==> src/rtl/softstart_seq.sv <==
// Soft-start sequencer: holds the 5V reference discharged, precharges it, then
// ramps the reference code at a fixed rate and flags power-good on completion.
module softstart_seq #(
  parameter int CODE_W   = 8,
  parameter int STEP_DIV = 16,
  parameter int PRE_CYC  = 32,
  parameter int FLT_CYC  = 64
) (
  input  logic              CELCLK,
  input  logic              CELRST,
  input  logic              CELV,
  input  logic              CELG,
  input  logic              SUB,
  input  logic              en,
  input  logic              uvlo_ok,
  input  logic              ocp,
  output logic [CODE_W-1:0] ss_code,
  output logic              ss_hold,
  output logic              pgood,
  output logic              fault,
  output logic [2:0]        state
);

  localparam int CNT_MAX = (PRE_CYC > FLT_CYC) ? PRE_CYC : FLT_CYC;
  localparam int CNT_W   = (CNT_MAX > 1) ? $clog2(CNT_MAX) : 1;
  localparam int DIV_W   = (STEP_DIV > 1) ? $clog2(STEP_DIV) : 1;

  localparam logic [CNT_W-1:0]  PRE_LAST  = CNT_W'(PRE_CYC - 1);
  localparam logic [CNT_W-1:0]  FLT_LAST  = CNT_W'(FLT_CYC - 1);
  localparam logic [DIV_W-1:0]  DIV_LAST  = DIV_W'(STEP_DIV - 1);
  localparam logic [CODE_W-1:0] LAST_STEP = {{(CODE_W-1){1'b1}}, 1'b0};

  typedef enum logic [2:0] {
    S_IDLE  = 3'd0,
    S_PRE   = 3'd1,
    S_RAMP  = 3'd2,
    S_DONE  = 3'd3,
    S_FAULT = 3'd4
  } state_t;

  state_t             cur, nxt;
  logic [CODE_W-1:0]  code_n;
  logic               hold_n, pgood_n, fault_n;
  logic [CNT_W-1:0]   cnt, cnt_n;
  logic [DIV_W-1:0]   div, div_n;
  logic               go;

  // Supply/substrate pins are connectivity only.
  logic unused_pins;
  assign unused_pins = ^{CELV, CELG, SUB};

  assign go    = en & uvlo_ok;
  assign state = cur;

  always_ff @(posedge CELCLK or posedge CELRST) begin
    if (CELRST) begin
      cur     <= S_IDLE;
      ss_code <= '0;
      ss_hold <= 1'b1;
      pgood   <= 1'b0;
      fault   <= 1'b0;
      cnt     <= '0;
      div     <= '0;
    end else begin
      cur     <= nxt;
      ss_code <= code_n;
      ss_hold <= hold_n;
      pgood   <= pgood_n;
      fault   <= fault_n;
      cnt     <= cnt_n;
      div     <= div_n;
    end
  end

  always_comb begin
    nxt     = cur;
    code_n  = ss_code;
    hold_n  = ss_hold;
    pgood_n = pgood;
    fault_n = fault;
    cnt_n   = cnt;
    div_n   = div;

    unique case (cur)
      S_IDLE: begin
        if (go) begin
          nxt   = S_PRE;
          cnt_n = '0;
        end
      end

      S_PRE: begin
        if (!go) begin
          nxt    = S_IDLE;
          code_n = '0;
          hold_n = 1'b1;
          cnt_n  = '0;
          div_n  = '0;
        end else if (cnt == PRE_LAST) begin
          nxt    = S_RAMP;
          hold_n = 1'b0;
          cnt_n  = '0;
          div_n  = '0;
        end else begin
          cnt_n = cnt + 1'b1;
        end
      end

      S_RAMP, S_DONE: begin
        if (ocp) begin
          nxt     = S_FAULT;
          code_n  = '0;
          hold_n  = 1'b1;
          pgood_n = 1'b0;
          fault_n = 1'b1;
          cnt_n   = '0;
          div_n   = '0;
        end else if (!go) begin
          nxt     = S_IDLE;
          code_n  = '0;
          hold_n  = 1'b1;
          pgood_n = 1'b0;
          cnt_n   = '0;
          div_n   = '0;
        end else if (cur == S_RAMP) begin
          // Reaching full scale leaves RAMP, so the code cannot wrap.
          if (div == DIV_LAST) begin
            div_n  = '0;
            code_n = ss_code + 1'b1;
            if (ss_code == LAST_STEP) begin
              nxt     = S_DONE;
              pgood_n = 1'b1;
            end
          end else begin
            div_n = div + 1'b1;
          end
        end
      end

      S_FAULT: begin
        if (cnt == FLT_LAST) begin
          nxt     = S_IDLE;
          fault_n = 1'b0;
          cnt_n   = '0;
        end else begin
          cnt_n = cnt + 1'b1;
        end
      end

      default: begin
        nxt     = S_IDLE;
        code_n  = '0;
        hold_n  = 1'b1;
        pgood_n = 1'b0;
        fault_n = 1'b0;
        cnt_n   = '0;
        div_n   = '0;
      end
    endcase
  end

endmodule

==> config.mk <==
export PLATFORM = sky130hd
export DESIGN_NAME = softstart_seq
export DESIGN_NICKNAME = d
export VERILOG_FILES = /design/src/rtl/softstart_seq.sv
export SDC_FILE = /design/constraint.sdc
export NUM_CORES = 1
export LEC_CHECK = 0
export ABC_CLOCK_PERIOD_IN_PS = 5010
export CAP_MARGIN = 20
export CORE_ASPECT_RATIO = 1.5
export CORE_MARGIN = 3
export CORE_UTILIZATION = 30
export DETAILED_ROUTE_END_ITERATION = 7
export DONT_BUFFER_PORTS = 1
export PLACE_DENSITY = 0.48
export SLEW_MARGIN = 20
export SYNTH_ARGS = -nofsm -noshare
export SYNTH_HDL_FRONTEND = slang
export SYNTH_SLANG_ARGS = --single-unit
==> constraint.sdc <==
create_clock -name CELCLK -period 5.01 [get_ports CELCLK]
set_input_delay 0.7515 -clock CELCLK [delete_from_list [all_inputs] [get_ports CELCLK]]
set_output_delay 0.7515 -clock CELCLK [all_outputs]
set_load 0.02 [all_outputs]
# Yosys cells after proc, flatten, opt, wreduce, memory -nomap -nowiden
# Index checks and enable logic that the tools add are counted.
[op_classes]
addsub = 3
eq_ne = 17
n_mux = 44
bitwise_logic = 4
n_reduce_logical = 12
[op_table]
columns = ["operator", "n"]
rows = [
  ["$mux W8", 5],
  ["$mux W6", 6],
  ["$mux W3", 9],
  ["$mux W4", 6],
  ["$pmux W6 S4", 1],
  ["$pmux W8 S3", 1],
  ["$ne A4 B4 Y1 const B", 3],
  ["$pmux W3 S4", 1],
  ["$pmux W4 S3", 1],
  ["$mux W1", 11],
  ["$reduce_and A3 Y1", 3],
  ["$add A8 B1 Y8 const B", 1],
  ["$eq A8 B8 Y1 const B", 1],
  ["$ne A2 B2 Y1 const B", 4],
  ["$reduce_and A4 Y1", 2],
  ["$add A6 B1 Y6 const B", 1],
  ["$eq A3 B2 Y1 const B", 2],
  ["$eq A6 B5 Y1 const B", 1],
  ["$eq A6 B6 Y1 const B", 1],
  ["$ne A3 B3 Y1 const B", 2],
  ["$pmux W1 S3", 2],
  ["$reduce_and A6 Y1", 1],
  ["$reduce_or A2 Y1", 3],
  ["$add A4 B1 Y4 const B", 1],
  ["9 further kinds", 11],
]
[totals]
reg_bits = 24
in_bits = 8
output_inout_bits = 14
word_cells = 87

# Depth between registers and ports, before layout
# Gate-level depths: netlist (run 1).
[logic_depth]
ltp_word = 7
depth_mapped = 6
depth_no_buf = 6

# Worst setup path before layout (run 1)
# OpenSTA, ideal clock, no wires.
[synth_path]
kind = "input -> register"
startpoint = "input ocp"
endpoint = "register ss_code[5]"
setup_ns = 0.079
arrival_ns = 1.614
required_ns = 4.931
setup_slack_ns = 3.317
path_stages = 4
path_buffers = 0
path_cell_list = "nand4b_1 or2_4 a2111o_1 mux2i_1"
[synth_via]
elab_chain_len = 2
elab_cells_between_ends = 5
cone_classes = "2 x eq/ne; 2 x mux; 1 x reduce/logical"
[synth_rtl]
columns = ["item", "line", "text"]
rows = [
  ["from (decl)", "16", "input logic ocp,"],
  ["$ne A4 B4 Y1 (no line) / $mux W8 (equally long branches)", "n/a", ""],
  ["$reduce_and A4 Y1 (no line) / $pmux W8 S3 (equally long branches)", "n/a", ""],
  ["to (signal assigned)", "66", "ss_code <= code_n;"],
  ["to (decl)", "17", "output logic [CODE_W-1:0] ss_code,"],
]
# Several ways; a longest one is shown, not always the timed one.
# A chain may end at the register's enable or synchronous reset.

# Worst setup path in the final report (run 1)
[layout_path]
startpoint = "register cur[0] (netlist: state[0])"
endpoint = "register ss_code[1]"
[layout_via]
elab_chain_len = 4
elab_cells_between_ends = 13
cone_classes = "7 x eq/ne; 1 x mux; 1 x bitwise; 4 x reduce/logical"
[layout_rtl]
columns = ["item", "line", "text"]
rows = [
  ["from (decl)", "41", "state_t cur, nxt;"],
  ["from (signal assigned)", "65", "cur <= nxt;"],
  ["$eq A3 B2 Y1, or another cell as far along", "84, 125", ""],
  ["$reduce_or A2 Y1, on equally long branches", "n/a", ""],
  ["$ne A4 B4 Y1 (no line) / $not A1 Y1 (equally long branches)", "n/a", ""],
  ["$reduce_and A4 Y1 (no line)", "n/a", ""],
]
# Several ways; a longest one is shown, not always the timed one.

==> impl.org, run 1 <==
** Clock network
- TritonCTS clock tree :: done
- Number of buffers inserted for hold repair after clock tree synthesis :: 0
- Clock sinks :: 24
- TritonCTS buffer count :: 3
- After clock tree synthesis, the repair step resized 0 gates.
- After clock tree synthesis, the clock-pin slew on the worst setup and hold paths is 0.09 ns.
- In this run the number of H-tree levels came out at 1.
- Buffers from clock root to sink, at most :: 2
- Once the clock tree was built, the setup fixing pass inserted 0 buffers.
- Clock tree synthesis selected as its root buffer the cell sky130_fd_sc_hd__clkbuf_8.
- Clock latency at the later pin of the worst-skew pair :: 0.28 ns

** Timing
- Worst-case headroom to the max-slew limit :: 40.4%
- Slew at the pin closest to its max-slew limit :: 0.894 ns
- Final number of setup-violating endpoints :: 0
- Setup repair after global routing left no endpoint under its margin.
- In the finished design, the share of the clock period the worst path needs comes to 40.2%.
- Clock skew :: 0.0111 ns
- Achievable clock frequency :: 497 MHz
- Final slew viol count :: 0
- Total negative slack for setup checks :: 0 ns
- The worst path in the final design needs a cycle of 2.01 ns, including I/O delays and setup.
- The number of endpoints with negative hold slack in the final report is 0.

** Finish
- Antenna diode count :: 0
- Layout overhead on the synthesized area :: 8.04%
- For this run, the number of standard cells in the final layout without fillers is 217.
- Share of final-layout standard cells stronger than drive strength 1 :: 11.8%
- Final #Nets :: 166
- Leading cell type in the layout, fill and taps excluded :: sky130_fd_sc_hd__dfrtp_1
- Leading cell types in the layout, fill and taps excluded :: sky130_fd_sc_hd__dfrtp_1 (23), sky130_fd_sc_hd__nand2_1 (17), sky130_fd_sc_hd__nor2_1 (9), sky130_fd_sc_hd__a21oi_1 (9)

** Global route
- The first global-routing pass estimated 5.53 mm of wire.
- The number of antenna violations at the first check in global routing came to 0.
- For met1 alone, demand over resource in global routing was 13.0%.
- The via count of the first global-routing pass was 1,130.
- Global routing used 11.8% of the available tracks.
- Global routing consumed, on the met3 layer, 2.45% of the routing resources.
- For this run the aggregate overflow at the end of global routing stands at 0.
- Met2 layer usage reported by global route :: 21.7%
- Entering global routing, the biggest net connects 25 pins.
- Gr busiest metal :: met2

** Power
- Cell Pwr Density :: 351 mW/mm²
- Worst vdd rail ir drop :: 180 µV
- Static leakage power :: 0.686 nW
- Overall power after layout :: 0.561 mW

** Die
- Overall die area :: 0.00583 mm²
- Number of top-level design ports :: 22
- Floorplan Core Area :: 0.00465 mm²
- For this configuration, the core starts out at a cell density of 31.8%.
- Row generation in the floorplan step produced 30 rows.
- Die Wd :: 63.3 µm
- From bottom edge to top edge, the die measures 92.0 µm.

** Synthesis
- Share of the synthesized area in the top cell type :: 38.9%
- Asr flop ratio synth :: 100%
- Yosys mapped a number of flops with a built-in enable equal to 0.
- Cell type contributing the most total cell area after synthesis :: sky130_fd_sc_hd__dfrtp_1
- Synthesis inferred 24 register bits.
- Synthesized area :: 0.00148 mm²
- The number of nets handed over by synthesis was 165.
- Seq/Total Area, Yosys :: 40.7%
- The most used flip-flop cell after synthesis is sky130_fd_sc_hd__dfrtp_1.
- Synthesized instance count :: 153
- Ranked by total cell area, the synthesized netlist is headed by sky130_fd_sc_hd__dfrtp_1 (39%), sky130_fd_sc_hd__mux2i_1 (4.7%), sky130_fd_sc_hd__nand2_1 (4.3%), sky130_fd_sc_hd__ha_1 (3.4%), sky130_fd_sc_hd__a21oi_1 (3.0%).
- Synth Warn # :: 0
- The netlist uses 48 different library cells.
- A synthesized cell averages 9.67 µm².

** Detailed routing
- For this block, the initial DRC count from the detailed router was 48.
- The first detailed-routing pass ran for 4 iterations.
- The routed design has 3.25 mm of wire.
- Once detail routing completed, the nets flagged for antenna violations numbered 0.
- Count of unresolved DRC violations after routing :: 0
- Mean number of vias per cell :: 5.35
- Dividing the detail-routed wire length by the instance count gives 15.0 µm.
- Detailed routing inserted a total of 1,162 vias.

** Run status
- The flow ran to the end, and the final reports show no timing, DRC or antenna violations.

** Critical path
- Maximum fanout encountered on the critical timing path :: 17
- CP endpoint kind :: flip-flop
- In this run the register-to-register setup slack is 3.00 ns.
- By startpoint and endpoint, the worst setup path is classified as flip-flop to flip-flop.
- Worst setup path end :: ss_code[1]
- The worst register-to-register path ends at ss_code[1].
- Critical path launch point :: state[0]
- STA puts the critical path data arrival time at 2.17 ns.
- Cells on worst reg2reg path :: 4
- Data on the critical path is required at its endpoint by 5.17 ns.
- Element type at the critical path start :: flip-flop
- Launch instance of the worst register-to-register path :: state[0]

** Place
- Input and output buffers added on the ports amount to 0.
- Total placed cells including tap cells :: 212
- The congestion estimate from routability-driven global placement came to 0.751.
- Detailed placement ended at an HPWL of 2.46 mm.

** Run
- Across the run, the number of max-cap violations was 0.

** Hold path
- Type of the most critical hold path :: input pin to asynchronous set/reset pin
synthesized netlist by cell type, types with 2 or more instances:
library cell	instances
sky130_fd_sc_hd__a21o_1	3
sky130_fd_sc_hd__ha_1	4
sky130_fd_sc_hd__a22o_1	2
sky130_fd_sc_hd__mux2_2	3
sky130_fd_sc_hd__nand2_1	17
sky130_fd_sc_hd__nand2b_1	7
sky130_fd_sc_hd__nand3_1	7
sky130_fd_sc_hd__buf_2	4
sky130_fd_sc_hd__a21oi_1	9
sky130_fd_sc_hd__nor2_1	9
sky130_fd_sc_hd__and2_1	2
sky130_fd_sc_hd__o22a_1	4
sky130_fd_sc_hd__nand4b_1	2
sky130_fd_sc_hd__inv_1	4
sky130_fd_sc_hd__a22oi_1	2
sky130_fd_sc_hd__mux2i_1	7
sky130_fd_sc_hd__o31ai_1	2
sky130_fd_sc_hd__nand4_1	4
sky130_fd_sc_hd__or3_1	2
sky130_fd_sc_hd__or2_2	2
sky130_fd_sc_hd__dfrtp_1	23
sky130_fd_sc_hd__o21ai_0	6
sky130_fd_sc_hd__a211oi_1	3
cell families after synthesis:
kind of cell / after synthesis / synth area share [%]
AOI/OAI and AO/OA: 43 / 21.6
xor gates and xnor gates: 1 / 0.592
adders and majority gates: 4 / 3.38
and+or+nand+nor: 62 / 23.6
muxes: 10 / 7.02
DFF: 24 / 40.7
buffers and inverters: 9 / 3.13
sequential cells by signal, summed over array words and instances (netlist names):
| signal | cells |
|---|---|
| ss_hold | 1 |
| ss_code | 8 |
| div | 4 |
| state | 3 |
| fault | 1 |
| cnt | 6 |
| pgood | 1 |
report_power, final:
part           total [mW]  leakage [nW]  internal [mW]  switching [mW]
sequential          0.274         0.321          0.216          0.0582
clock               0.136        0.0288         0.0704          0.0657
combinational       0.151         0.336         0.0702          0.0807
total               0.561         0.686          0.356           0.205
routing by layer:
| metal | part of all wire (%) | vias to the layer above |
|---|---|---|
| met5 | 0 | - |
| met4 | 1.4 | 0 |
| met1 | 40 | 568 |
| met3 | 3.8 | 6 |
| li1 | - | 572 |
| met2 | 55 | 16 |
critical path, stage by stage (launching register included):
cell and delay (ns):
sky130_fd_sc_hd__dfrtp_1 0.82, sky130_fd_sc_hd__and4b_1 0.31, sky130_fd_sc_hd__o21ai_2 0.30, sky130_fd_sc_hd__nand2_1 0.14, sky130_fd_sc_hd__mux2_2 0.31
layout make-up:
class                   count  area [µm²]
fillers                   509        3060
multi-input cells         120         831
well taps                  64        80.1
inverters                   4        15.0
flip-flops and latches     24         602
clock buffers               4        55.1
repair buffers              1        15.0
metrics by stage:
stage               area [µm²]  util [%]  worst slack, ns  hold slack, ns
global route              1600      34.3             2.84           0.418
detailed placement        1530      32.8             3.00           0.513
CTS                       1580      34.0             2.97           0.528
floorplan                 1480         -             3.32           0.492
finish                    1600      34.3             3.00           0.386
global placement          1530      32.8             3.05           0.512
worst min path at each step:
stage / end / cells past startpoint
after floorplan: ss_hold / 2
after global placement: ss_hold / 2
after detailed placement: ss_hold / 2
after CTS: ss_hold / 2
after global routing: cnt[2] / 1
final: cnt[3] / 1
Power figures use the tool's default switching activity.
==> inputs of run 2 (changes only) <==
--- a/config.mk
+++ b/config.mk
@@ -5,7 +5,7 @@
 export SDC_FILE = /design/constraint.sdc
 export NUM_CORES = 1
 export LEC_CHECK = 0
-export ABC_CLOCK_PERIOD_IN_PS = 5010
+export ABC_CLOCK_PERIOD_IN_PS = 1970
 export CAP_MARGIN = 20
 export CORE_ASPECT_RATIO = 1.5
 export CORE_MARGIN = 3
==> constraint.sdc (replaced) <==
create_clock -name CELCLK -period 1.97 [get_ports CELCLK]
set_input_delay 0.2955 -clock CELCLK [delete_from_list [all_inputs] [get_ports CELCLK]]
set_output_delay 0.2955 -clock CELCLK [all_outputs]
set_load 0.02 [all_outputs]
==> impl.org, run 2 (synthesized netlist as in run 1, its figures left out) <==
** Run status
- Status :: complete, no violations

** Critical path
- The data required time of the worst path is 2.14 ns (-3.03 ns).
- The worst setup path is launched from a flip-flop.
- Critical Setup Path Class :: flip-flop to flip-flop
- The maximum single-stage delay on the critical path is 0.41 ns (-0.41 ns).
- Cell seen most often among critical-path stages :: sky130_fd_sc_hd__nor2_1
- For this design, the slowest cell found on the critical path is sky130_fd_sc_hd__dfrtp_1.
- CP endpoint kind :: flip-flop
- Critical Path AT :: 1.94 ns (-0.23 ns)
- The worst reg-to-reg setup slack came to 0.20 ns (-2.80 ns).
- Walking the worst path, the cells encountered are ha_1 > nand4_1 > nor2_1 > nor2_1 > mux2_2.
- The maximum fanout count along the critical path was 6 (-11).

** Detailed routing
- The number of vias after detailed routing was 1,216 (+4.6%).
- Number of violations reported at the end of detailed-routing iteration 0 :: 35 (-27%)
- After detailed routing, no signal wire sits above met4.
- Routed length on met2 :: 1.73 mm (-3.7%)
- Mean routed wirelength per cell :: 14.2 µm (-5.1%)
- The total length of routed wires is 3.24 mm (-0.25%).
- The remaining antenna violation count was 0 (unchanged).
- The length of the first detailed-routing pass in iterations is 4 (unchanged).
- The final routed DRC violation total was 0 (unchanged).
- The average vias per placed instance is 5.33 (-0.40%).
- The total routed wire length on the met1 layer came to 1.33 mm (+3.1%).
- Met3 WL post-DR :: 129 µm (+3.2%)

** Timing
- Part of the cycle the worst path needs :: 90.1% (+50 points)
- Crit path time final :: 1.77 ns (-0.238 ns)
- The worst hold-check slack is 0.211 ns (-0.175 ns).
- Final number of setup-violating endpoints :: 0 (unchanged)
- Final number of hold-violating endpoints :: 0 (unchanged)
- The relative slew slack is 64.3% (+24 points).
- The number of max-slew violations in the final report is 0 (unchanged).
- Slew at the pin closest to its max-slew limit :: 0.532 ns (-0.362 ns)
- The total negative setup slack is 0 ns (unchanged).
- Clock skew :: 0.00584 ns (-0.00522 ns)
- Achievable clock frequency :: 564 MHz (+13%)
- Setup repair after global routing missed its margin :: no

** Finish
- The fraction of layout instances using a drive strength above 1 came to 16.5% (+4.7 points).
- The library cell used most frequently in the layout, excluding fill and tap cells, is sky130_fd_sc_hd__dfrtp_1.
- The top cell types in the final layout, fill and taps aside, are sky130_fd_sc_hd__dfrtp_1 (23), sky130_fd_sc_hd__nand2_1 (17), sky130_fd_sc_hd__buf_4 (11).
- The fill cell total of the finished layout came to 507 (-0.39%).
- Final #Nets :: 177 (+6.6%)
- Antenna diode count :: 0 (unchanged)
- Max reg flops :: 8 (unchanged)
- Top reg by flops :: ss_code
- The largest registers in the layout are ss_code: 8 flops, cnt: 6 flops, div: 4 flops.
- Layout overhead on the synthesized area :: 12.6%
- The count of non-filler cells in the finished layout came to 228 (+5.1%).

** Die
- The height of the chip came to 92.0 µm (unchanged).
- The number of primary I/O pins is 22 (unchanged).
- The die outline area was 0.00583 mm² (unchanged).
- Standard-cell row count :: 30 (unchanged)
- The placeable core area is 0.00465 mm² (unchanged).
- Initial standard-cell utilization of the core :: 31.8% (unchanged)
- The width of the die was 63.3 µm (unchanged).

** Global route
- Pin count of the biggest net entering global routing :: 25 (unchanged)
- The global-route wire length before repair came to 5.56 mm (+0.51%).
- Antenna violations before repair :: 0 (unchanged)
- The aggregate global routing overflow is 0 (unchanged).
- The global-route usage over all layers was 11.9% (+0.064 points).
- The via count of the first global-routing pass is 1,227 (+8.6%).

** Power
- Worst vdd rail ir drop :: 359 µV (+99%)
- The total power per unit cell area came to 876 mW/mm² (+150%).
- Static leakage power :: 0.733 nW (+6.8%)
- The relative contribution of combinational cells to total power came to 33.7% (+6.8 points).
- The part of the total power dissipated in the clock network is 21.3% (-2.9 points).
- Part of the total power dissipated in sequential elements :: 45.0% (-3.9 points)
- Internal Power :: 0.931 mW (+160%)
- The power spent charging and discharging nets is 0.528 mW (+160%).
- Fraction of power spent switching nets :: 36.2% (-0.29 points)

** Place
- The estimated wirelength of the detail-placed design was 2.50 mm (+1.6%).
- Number of I/O port buffers :: 0 (unchanged)
- The routability congestion estimate is 0.744 (-0.88%).
- The total placed cells including tap cells was 223 (+5.2%).

** Clock network
- The number of cells upsized or downsized after cts came to 0 (unchanged).
- The root buffer cell chosen for the clock tree is sky130_fd_sc_hd__clkbuf_8.
- The clock sink count is 24 (unchanged).
- The clock transition time at the flip-flop clock pins of the worst setup and hold paths is 0.09 ns (about the same).
- The maximum level of the CTS H-tree came to 1 (unchanged).
- The largest buffer count on any clock path was 2 (unchanged).
- Clock latency at the later pin of the worst-skew pair :: 0.27 ns (about the same)
- TritonCTS clock tree :: done
- The clock buffer count from CTS is 3 (unchanged).

** Hold path
- Type of the most critical hold path :: input pin to flip-flop

** Run
- The number of max-cap violations is 0 (unchanged).
run 2: cell count changes in the layout (fill, tap and decap cells not counted), sizes merged:
cell	before	now
buf	1	11
dlygate4sd3	0	1
run 2: per-layer routing:
metal	global-route usage (%)	vias to the layer above
met1	12.6	597
met2	22.3	22
li1	-	592
met4	5.41	0
met5	0	-
met3	1.84	5
run 2: area by class of cell:
cell class              count  area [µm²]  area share [%]
clock buffers               4        45.0            2.70
inverters                   4        15.0           0.902
multi-input cells         120         831            49.9
flip-flops and latches     24         602            36.1
well taps                  64        80.1            4.81
repair buffers             12        92.6            5.56
run 2: power groups by stage:
stage	combinational [mW]	clock, mW	sequential, mW
after floorplan	0.378	0	0.644
after global placement	0.486	0	0.667
after detailed placement	0.496	0	0.669
after CTS	0.499	0.323	0.659
after global routing	0.546	0.338	0.672
final	0.491	0.311	0.657
run 2: path summary, 6_finish.rpt:
check                        start          to  cells after the start
setup reg to reg            cnt[0]      cnt[0]                      5
max in group asynchronous   CELRST     ss_hold                      3
setup / recovery            cnt[0]      cnt[0]                      5
hold / removal                  en    state[1]                      2
min in group asynchronous   CELRST  ss_code[0]                      3
hold reg to reg            ss_hold     ss_hold                      2
run 2: worst max-delay path: cells and delay by family (launching register included):
family	cells	cell delay (ns)
DFF	1	0.41
muxes	1	0.29
adders and majority gates	1	0.25
and+or+nand+nor	3	0.72
run 2: metrics by stage:
step                utilization (%)  worst slack, ns  cell area (µm²)  power (mW)
floorplan                         -            0.402             1480        1.02
global placement               34.6            0.238             1610        1.15
detailed placement             34.6            0.212             1610        1.16
CTS                            35.8            0.191             1670        1.48
global route                   35.8           0.0822             1670        1.56
finish                         35.8            0.196             1670        1.46
run 2: repair_timing:
action | CTS | global route
setup buffers | 0 | 0
hold buffers | 1 | 0
endpoints found under the hold margin | 23 | 0
